## src/rtl/boot_rom_bridge.sv

```systemverilog
// Bridge from the core req/gnt/rvalid memory port (with rready back-pressure) to the boot ROM CSN/A/Q port.
// Optional build macro BOOT_ROM_BRIDGE_STATS_EN adds saturating read/error grant counters.
module boot_rom_bridge #(
    parameter int unsigned DEPTH    = 548,
    parameter int unsigned ROM_AW   = 10,
    parameter logic [31:0] ERR_DATA = 32'hBADB007E
) (
    input  logic              CLK,
    input  logic              RSTN,
    input  logic              req_i,
    input  logic              we_i,
    input  logic [31:0]       addr_i,
    output logic              gnt_o,
    output logic              rvalid_o,
    output logic [31:0]       rdata_o,
    output logic              err_o,
    input  logic              rready_i,
    output logic              rom_csn_o,
    output logic [ROM_AW-1:0] rom_a_o,
    input  logic [31:0]       rom_q_i,
    output logic              busy_o
`ifdef BOOT_ROM_BRIDGE_STATS_EN
    ,
    output logic [15:0]       rd_cnt_o,
    output logic [15:0]       err_cnt_o
`endif
);

    typedef enum logic [1:0] {
        IDLE = 2'd0,
        RESP = 2'd1,
        ERR  = 2'd2
    } state_t;

    localparam logic [ROM_AW:0] DEPTH_L = DEPTH[ROM_AW:0];

    state_t              state_q, state_d;
    logic [ROM_AW-1:0]   a_q, a_d;
    logic [ROM_AW-1:0]   word_idx;
    logic                acc_err;
    logic                gnt;
    logic                rd_gnt;
    logic                err_gnt;
    logic                unused_addr_hi;

    // Only the offset within the ROM window is decoded; higher bits alias.
    assign word_idx       = addr_i[ROM_AW+1:2];
    assign unused_addr_hi = ^addr_i[31:ROM_AW+2];

    assign acc_err = we_i | (addr_i[1:0] != 2'b00) | ({1'b0, word_idx} >= DEPTH_L);
    assign gnt     = req_i & ((state_q == IDLE) | rready_i);
    assign rd_gnt  = gnt & ~acc_err;
    assign err_gnt = gnt & acc_err;

    // State register; a_q remembers the index last presented to the ROM.
    always_ff @(posedge CLK or negedge RSTN) begin
        // NOTE: state is updated with non-blocking assignments so every flop samples pre-edge values.
        if (!RSTN) begin
            state_q <= IDLE;
            a_q     <= '0;
        end else begin
            state_q <= state_d;
            a_q     <= a_d;
        end
    end

    always_comb begin
        // NOTE: defaults first so no path leaves a variable unassigned (no latch).
        state_d = state_q;
        a_d     = a_q;
        if (gnt) begin
            state_d = acc_err ? ERR : RESP;
        end else if ((state_q != IDLE) && rready_i) begin
            state_d = IDLE;
        end
        if (rd_gnt) begin
            a_d = word_idx;
        end
    end

    always_comb begin
        gnt_o     = gnt;
        busy_o    = (state_q != IDLE);
        rom_csn_o = ~rd_gnt;
        rom_a_o   = rd_gnt ? word_idx : a_q;
        rvalid_o  = 1'b0;
        err_o     = 1'b0;
        rdata_o   = '0;
        unique case (state_q)
            RESP: begin
                rvalid_o = 1'b1;
                rdata_o  = rom_q_i;
            end
            ERR: begin
                rvalid_o = 1'b1;
                err_o    = 1'b1;
                rdata_o  = ERR_DATA;
            end
            default: ;
        endcase
    end

`ifdef BOOT_ROM_BRIDGE_STATS_EN
    logic [15:0] rd_cnt_q, err_cnt_q;

    always_ff @(posedge CLK or negedge RSTN) begin
        if (!RSTN) begin
            rd_cnt_q  <= '0;
            err_cnt_q <= '0;
        end else begin
            if (rd_gnt && (rd_cnt_q != 16'hFFFF)) begin
                rd_cnt_q <= rd_cnt_q + 16'd1;
            end
            if (err_gnt && (err_cnt_q != 16'hFFFF)) begin
                err_cnt_q <= err_cnt_q + 16'd1;
            end
        end
    end

    assign rd_cnt_o  = rd_cnt_q;
    assign err_cnt_o = err_cnt_q;
`else
    logic unused_err_gnt;
    assign unused_err_gnt = err_gnt;
`endif

endmodule

```

## config.mk

```make
export PLATFORM = sky130hd
export DESIGN_NAME = boot_rom_bridge
export DESIGN_NICKNAME = d
export VERILOG_FILES = /design/src/rtl/boot_rom_bridge.sv
export SDC_FILE = /design/constraint.sdc
export NUM_CORES = 1
export LEC_CHECK = 0
export ABC_AREA = 1
export CAP_MARGIN = 10
export CORE_MARGIN = 5
export CORE_UTILIZATION = 25
export CTS_CLUSTER_SIZE = 20
export DETAILED_ROUTE_END_ITERATION = 6
export PLACE_DENSITY = 0.8
export SETUP_SLACK_MARGIN = 0.4
export SYNTH_ARGS = -nofsm -noshare
export SYNTH_HDL_FRONTEND = slang
export SYNTH_SLANG_ARGS = --single-unit
```

## constraint.sdc

```tcl
create_clock -name CLK -period 1.8 [get_ports CLK]
set_input_delay 0.18 -clock CLK [delete_from_list [all_inputs] [get_ports CLK]]
set_output_delay 0.18 -clock CLK [all_outputs]
set_load 0.005 [all_outputs]
```

== After elaboration in Yosys (flattened, before gate mapping) ==
Index checks and enable logic that the tools add are counted.
Widths: inputs -> output; s select.
Storage, ports and cells
  input bits: 69
  logic and storage cells: 25
  output and inout port bits: 47
  register bits after elaboration: 12
Cells by class
  bitwise logic cells: 7
  mux-type cells: 7
  eq/ne operators: 2
  reduce and logical (&&, ||, !) cells: 6
  order comparisons: 1
Operator list (count)
  $pmux 32 s2: 1
  $ge 10x10->1 const B: 1
  $mux 10: 1
  $mux 2: 3
  $reduce_bool 2->1: 3
  $or 1x1->1: 3
  $and 1x1->1: 2
  $eq 2x1->1 const B: 1
  $eq 2x2->1 const B: 1
  $logic_not 2->1: 1
  $mux 1: 2
  $not 1->1: 2
  $reduce_or 2->1: 1
  $logic_and 1x1->1: 1

== Longest topological paths before layout ==
Gate-level depths: netlist of run 1.
  word-level depth: 6
  mapped depth: 8
  mapped depth without buffers: 8

== Worst setup path after synthesis of run 1 ==
Ideal clock, no wire load.
  path kind: flip-flop to output port
  start point: register state_q[0]
  end point: output port rdata_o[16]
  arrival time: 1.337 ns
  setup slack: 0.283 ns
  stages on the path, launching flop included: 7
  buffers on the path: 2
  required time: 1.620 ns
  cell sequence: dfrtp_1 > inv_1 > ha_1 > buf_2 > clkbuf_1 > nand3_1 > nand2_1
Between the ends
  cells in the longest elaborated chain, start to end: 2
  elaborated cells on any way between the ends: 3
  those cells by class: eq/ne (2); mux (1)
RTL lines
  start, declared: RTL line 37  | state_t state_q, state_d;
  start signal, assigned: RTL line 62  | state_q <= state_d;
  $eq 2x2->1 / $eq 2x1->1 (equally long branches): RTL line 89  | unique case (state_q)
  $pmux 32 s2 *: RTL line 89
  end, declared: RTL line 15  | output logic [31:0] rdata_o,
Every way passes the cells marked *; elsewhere a longest branch is shown, timed or not.

== Worst setup path after layout of run 1 ==
  start point: register state_q[0]
  end point: output port rom_a_o[5]
Between the ends
  cells in the longest elaborated chain, start to end: 5
RTL lines
  $logic_not 2->1: RTL line 51  | assign gnt = req_i & ((state_q == IDLE) | rready_i);
  $or 1x1->1: RTL line 51
  $and 1x1->1: RTL line 51
  $and 1x1->1: RTL line 52  | assign rd_gnt = gnt & ~acc_err;
  $mux 10
  end, declared: RTL line 19  | output logic [ROM_AW-1:0] rom_a_o,
No other way between the ends.

==> reports/results.ini, run 1 <==
[synthesis]
ys_seq_elements = 12
ys_seq_area_frac = 0.333
synth_common_cells = 41 x nand2_1, 30 x nand3_1, 23 x inv_1, 19 x nor2_1, 12 x dfrtp_1
synth-edff-count = 0
synth-xor-area-share = 0
syn-cell-area_um2 = 901
ys_warn_count = 0
synth.avg_cell_area_um2 = 6.30
yosys_most_used_dff = dfrtp_1
synth_cell_types = 17
async_reset_ff_frac = 1.00
synth.most_common_cell = nand2_1
syn-num-nets = 215
synth_mux_area_frac = 0
synthSimpleGateAreaFrac = 0.437
synth_top_family_by_area = simple AND/OR/NAND/NOR gates
syn_inst = 143
synth_area_leaders = dfrtp_1 33%, nand2_1 17%, nand3_1 17%
yosys.area.top_type = dfrtp_1
synth_top_area_frac = 0.333
synth-adder-area-share = 0.0417
synth_compound_area_frac = 0.0361

[global_route]
grt_pass1_wl_um = 7210
grt_use_total = 0.176
overflow = 0
grt_max_degree = 17
antenna_found_initial = 0
grt_pass1_vias = 1542

[worst_setup_path]
critPathBufInv = 4
worst-setup-path-type = reg -> out
worst_setup_path_end_kind = primary output
crit_required_ns = 1.62
slowest_delay_ns = 0.40
arrival_ns = 1.82
crit_path_top_delay_cell = dfrtp_1
cp_max_fo = 5
crit_family = buffers and inverters
startpoint_type = register
rrSetupSlack_ns = -0.01
cp_cell_sequence = inv_2, ha_4, o21ai_4, nor2_4, nand3_4, buf_6, buf_8, nand3_2, nand2_2, buf_2

[finish]
area_growth_pct = 222
drive_above_1_share = 0.601
post-route-util = 0.848
antenna_cells = 0
stdcell_area_mm2 = 0.00290
nets = 376

[drt]
met2_length_um = 3160
maxUsedRoutingLayer = met4
wl_per_cell_um = 16.9
drc_errors = 0
vias_per_cell = 4.70
wl_met1_um = 2220
drtAntennaViolNets = 0
wl_met3_um = 447
wl_um = 5900
drtPass1Iterations = 4
via_count = 1639
initialDrtViolationCount = 46

[floorplanning]
ios = 116
die_w_um = 70.0
start_util = 0.264
core_region_area_mm2 = 0.00342
die_h_um = 70.0
row_count = 21
dieArea_mm2 = 0.00490

[place]
gp_congestion = 0.805
place_area_mm2 = 0.00197
dpl_worst_slack_ns = -0.298
dp_hpwl_um = 3000
io_buffers = 95

[timing]
worst_pin_slew_ns = 0.542
min_period_over_period = 1.11
slew_viol_final = 0
setup_viol = 23
grt_setup_unrepaired = true
fin_crit_ns = 2.00
fin_ws_ns = -0.201
slew_headroom = 0.638
hold_violations = 0
clock.fmax_mhz = 500
fin_skew_ns = 0.00552

[clocking]
clk_pin_slew_ns = 0.08
cts_made_buffers = 3
cts_tree = yes
clk_latency_ns = 0.28
cts.sinks = 12
cts-root-buf = clkbuf_4
cts_htree_levels = 1
clk_path_buf_depth = 2

[run_status]
status = finished with violations
violations = negative setup slack

[pwr]
power_density_mw_per_mm2 = 715
p_clk_frac = 0.106
p_seq_frac = 0.181
ir_drop_v = 0.000598
power.combinational.fraction = 0.713
swShare = 0.353
p_switching_uw = 731
p_leak_uw = 0.00146
p_int_uw = 1340

[worst_hold_path]
hp-class = in -> async

[job]
drv_cap = 0

[cells in the final DEF, fill, tap and decap left out, drive strengths merged, types with 3 or more instances in the layout]
cell	netlist	routed
nand3	30	30
inv	24	24
ha	3	3
nor2	20	20
nand2	42	42
clkdlybuf4s50	0	48
clkbuf	2	5
buf	6	113
dfrtp	12	12
[layer usage]
metal | vias up | track usage
met3 | 10 | 0.0430
met5 | - | 0
met2 | 91 | 0.338
li1 | 755 | -
met4 | 0 | 0.0362
met1 | 783 | 0.194
[path summary, 6_finish.rpt]
| path | start | endpoint | depth (start not counted) |
|---|---|---|---|
| min | RSTN | a_q[5]$_DFF_PN0_ | 1 |
| max reg2reg | state_q[0]$_DFFE_PN0P_ | a_q[3]$_DFF_PN0_ | 12 |
| min in group CLK | addr_i[2] | a_q[0]$_DFF_PN0_ | 3 |
| max | state_q[0]$_DFFE_PN0P_ | rom_a_o[5] | 10 |
| min reg2reg | a_q[1]$_DFF_PN0_ | a_q[1]$_DFF_PN0_ | 2 |
| max in group asynchronous | RSTN | a_q[3]$_DFF_PN0_ | 1 |
[metrics by stage]
| step | cells | TNS, ns | power (µW) | hold slack (ns) |
|---|---|---|---|---|
| floorplan | 143 | 0 | 659 | -0.116 |
| global placement | 290 | -3.50 | 1250 | 0.495 |
| detailed placement | 290 | -3.84 | 1250 | 0.493 |
| CTS | 332 | -1.89 | 1620 | 0.268 |
| global route | 349 | -4.79 | 2170 | 0.302 |
| finish | 349 | -2.72 | 2070 | 0.247 |
[power by group through the flow]
stage	registers, µW	clock network [µW]	logic [µW]
2_1_floorplan	356	0	303
3_3_place_gp	360	0	889
3_5_place_dp	363	0	890
4_1_cts	369	219	1040
5_1_grt	379	233	1560
6_report	375	219	1480
[cell type report]
type                       instances  area, µm²
clock buffer                       4       36.3
timing repair buffer             164       1550
tap                               46       57.6
sequential                        12        300
fill                             177        519
inverter                          24       92.6
multi-input combinational         99        862
[worst register-to-register path, stage by stage (launching register included)]
cell     delay (ns)
dfrtp_1        0.40
inv_2          0.10
ha_4           0.15
o21ai_4        0.07
nor2_4         0.17
nand3_4        0.12
buf_6          0.14
buf_8          0.13
nand3_2        0.06
nand2_2        0.05
buf_6          0.11
buf_6          0.10
buf_6          0.10
[what timing repair did]
item,in CTS,in global routing
pin swaps,21,23
endpoints found under the setup margin,59,59
hold buffers,0,0
cloned,2,1
resized for setup,269,68
buffers inserted,36,16
[registers in the layout (all words and copies together), names as in the netlist]
signal and count:
state_q 2, a_q 10
[cell families (layout without fill, tap and decap cells)]
logic type	Yosys count	count (layout)
DFF	12	12
adders and majority gates	3	3
and+or+nand+nor	93	93
AOI/OAI and AO/OA	3	3
buffers and inverters	32	192
Note: power is estimated with default switching activity, not from simulation.
==> run 2, diff against run 1 <==
--- a/config.mk
+++ b/config.mk
@@ -6,7 +6,7 @@
 export NUM_CORES = 1
 export LEC_CHECK = 0
 export ABC_AREA = 1
-export CAP_MARGIN = 10
+export CAP_MARGIN = 40
 export CORE_MARGIN = 5
 export CORE_UTILIZATION = 25
 export CTS_CLUSTER_SIZE = 20
==> results of run 2 <==
No change in the layout: final DEF, timing and power equal those of run 1.
==> run 3, diff against run 2 <==
--- a/config.mk
+++ b/config.mk
@@ -7,6 +7,7 @@
 export LEC_CHECK = 0
 export ABC_AREA = 1
 export CAP_MARGIN = 40
+export CORE_ASPECT_RATIO = 1.4
 export CORE_MARGIN = 5
 export CORE_UTILIZATION = 25
 export CTS_CLUSTER_SIZE = 20
==> reports/results.ini, run 3 (synthesis gave the netlist of run 1 again) <==
[run_status]
status = finished with violations
violations = negative setup slack

[drt]
drtAntennaViolNets = 0  ; unchanged
drtPass1Iterations = 4  ; unchanged
via_count = 1591  ; -2.9%
wl_um = 5910  ; +0.25%
initialDrtViolationCount = 54  ; +17%
wl_per_cell_um = 17.6  ; +4.4%
drc_errors = 0  ; unchanged
vias_per_cell = 4.75  ; +1.1%

[clocking]
cts_made_buffers = 3  ; unchanged
clk_path_buf_depth = 2  ; unchanged
cts-root-buf = clkbuf_8
cts_tree = yes
hold_buffers = 0  ; unchanged
clk_pin_slew_ns = 0.06  ; -0.02 ns
clk_latency_ns = 0.24  ; -0.04 ns
cts_htree_levels = 1  ; unchanged
cts.sinks = 12  ; unchanged

[worst_setup_path]
crit_end = rom_a_o[2]
cp_max_fo = 4  ; -1
reg2reg_to = a_q[2]$_DFF_PN0_
worst_setup_path_end_kind = primary output
crit_required_ns = 1.62  ; about the same
rr_startpoint = state_q[1]$_DFFE_PN0P_
crit_start = addr_i[9]
startpoint_type = input port
rrSetupSlack_ns = 0  ; about the same
ff2ff_path_depth = 13  ; +1
arrival_ns = 1.74  ; -0.08 ns
worst-setup-path-type = in -> out

[floorplanning]
dieArea_mm2 = 0.00492  ; +0.34%
die_w_um = 60.7  ; -13%
die_h_um = 81.0  ; +16%
row_count = 25  ; +19%
core_region_area_mm2 = 0.00344  ; +0.73%
start_util = 0.262  ; -0.00192
ios = 116  ; unchanged

[timing]
worst_pin_slew_ns = 0.549  ; +0.00702 ns
clock.fmax_mhz = 522  ; +4.4%
fin_crit_ns = 1.92  ; -0.0848 ns
setup_viol = 21  ; -8.7%
fin_ws_ns = -0.116  ; +0.0848 ns
slew_headroom = 0.633  ; -0.00470
slew_viol_final = 0  ; unchanged
fin_skew_ns = 0.00224  ; -0.00328 ns
grt_setup_unrepaired = true
hold_violations = 0  ; unchanged
fin_setup_tns_ns = -1.12  ; +1.60 ns
min_period_over_period = 1.06  ; -0.0471

[global_route]
grt_max_degree = 18  ; +1
grt_use_total = 0.194  ; +0.0175
grt_pass1_wl_um = 7310  ; +1.4%
antenna_found_initial = 0  ; unchanged
overflow = 0  ; unchanged
grt_pass1_vias = 1630  ; +5.7%

[finish]
area_growth_pct = 214
fin_cells = 335  ; -4.0%
drive_above_1_share = 0.586  ; -0.0142
layout_common_cells = 48 x clkdlybuf4s50_1, 46 x buf_6, 33 x buf_2
nFillCells = 187  ; +5.6%
reg_top3 = a_q: 10 flops, state_q: 2 flops
nets = 368  ; -2.1%
largest_reg_flops = 10  ; unchanged
final_common_cell = clkdlybuf4s50_1
top_register = a_q
antenna_cells = 0  ; unchanged

[pwr]
p_leak_uw = 0.00143  ; -2.3%
ir_drop_v = 0.000827  ; +38%
power_density_mw_per_mm2 = 715  ; about the same

[place]
gp_congestion = 0.730  ; -9.2%
place_inst = 284  ; -2.1%
dp_hpwl_um = 2910  ; -3.1%
io_buffers = 95  ; unchanged

[worst_hold_path]
hp-class = in -> async

[job]
drv_cap = 0  ; unchanged

==> run 3: cell count changes in the layout (fill, tap and decap cells not counted), sizes merged <==
cell / change
clkdlybuf4s15: +1
buf: -9
clkbuf: +1
dlygate4sd2: -1
==> run 3: cell type report <==
type,count,area [µm²],area share
Tap cell,40,50.0,0.0177
Clock buffer,4,55.1,0.0195
Sequential cell,12,300,0.106
Multi-Input combinational cell,99,803,0.284
Timing Repair Buffer,156,1520,0.539
Inverter,24,95.1,0.0336
==> run 3: worst min path at each step <==
stage | start | to | depth (start not counted)
after floorplan | RSTN | a_q[0]$_DFF_PN0_ | 0
after global placement | a_q[5]$_DFF_PN0_ | a_q[5]$_DFF_PN0_ | 2
after detailed placement | a_q[4]$_DFF_PN0_ | a_q[4]$_DFF_PN0_ | 2
after CTS | RSTN | a_q[5]$_DFF_PN0_ | 1
after global routing | RSTN | a_q[5]$_DFF_PN0_ | 1
final | RSTN | a_q[4]$_DFF_PN0_ | 1
==> run 3: through the flow <==
stage	hold WS, ns	util	area, µm²	setup WS, ns	total power [µW]
floorplan	-0.116	-	922	0.392	659
finish	0.294	0.822	2830	-0.116	2020
global placement	0.495	0.579	1990	-0.227	1260
global route	0.332	0.822	2830	-0.190	2130
CTS	0.315	0.731	2510	-0.104	1810
detailed placement	0.500	0.579	1990	-0.254	1260
==> run 3: timing repair <==
item / in CTS / in global routing
gates resized for setup: 251 / 64
endpoints found under the setup margin: 58 / 59
pin swaps: 13 / 13
gates cloned: 4 / 0
setup buffers: 31 / 12
==> run 3: report_power, final <==
| part | total (µW) | internal [µW] | switching, µW |
|---|---|---|---|
| Combinational | 1360 | 793 | 567 |
| Clock | 298 | 193 | 105 |
| Sequential | 362 | 336 | 26.1 |
==> run 3: per-layer routing <==
layer / GRT usage / part of all wire
met5: 0 / 0
met4: 0.0477 / 0.037
met3: 0.0445 / 0.12
met2: 0.399 / 0.53
met1: 0.180 / 0.32
==> run 3: critical path: stages <==
cell and delay, ns:
clkdlybuf4s50_1 0.46, or2_1 0.27, nor2_1 0.18, nand3_4 0.13, nand2_4 0.11, buf_6 0.11, buf_6 0.09, nand2_4 0.04
nand2_2 0.08, buf_6 0.10
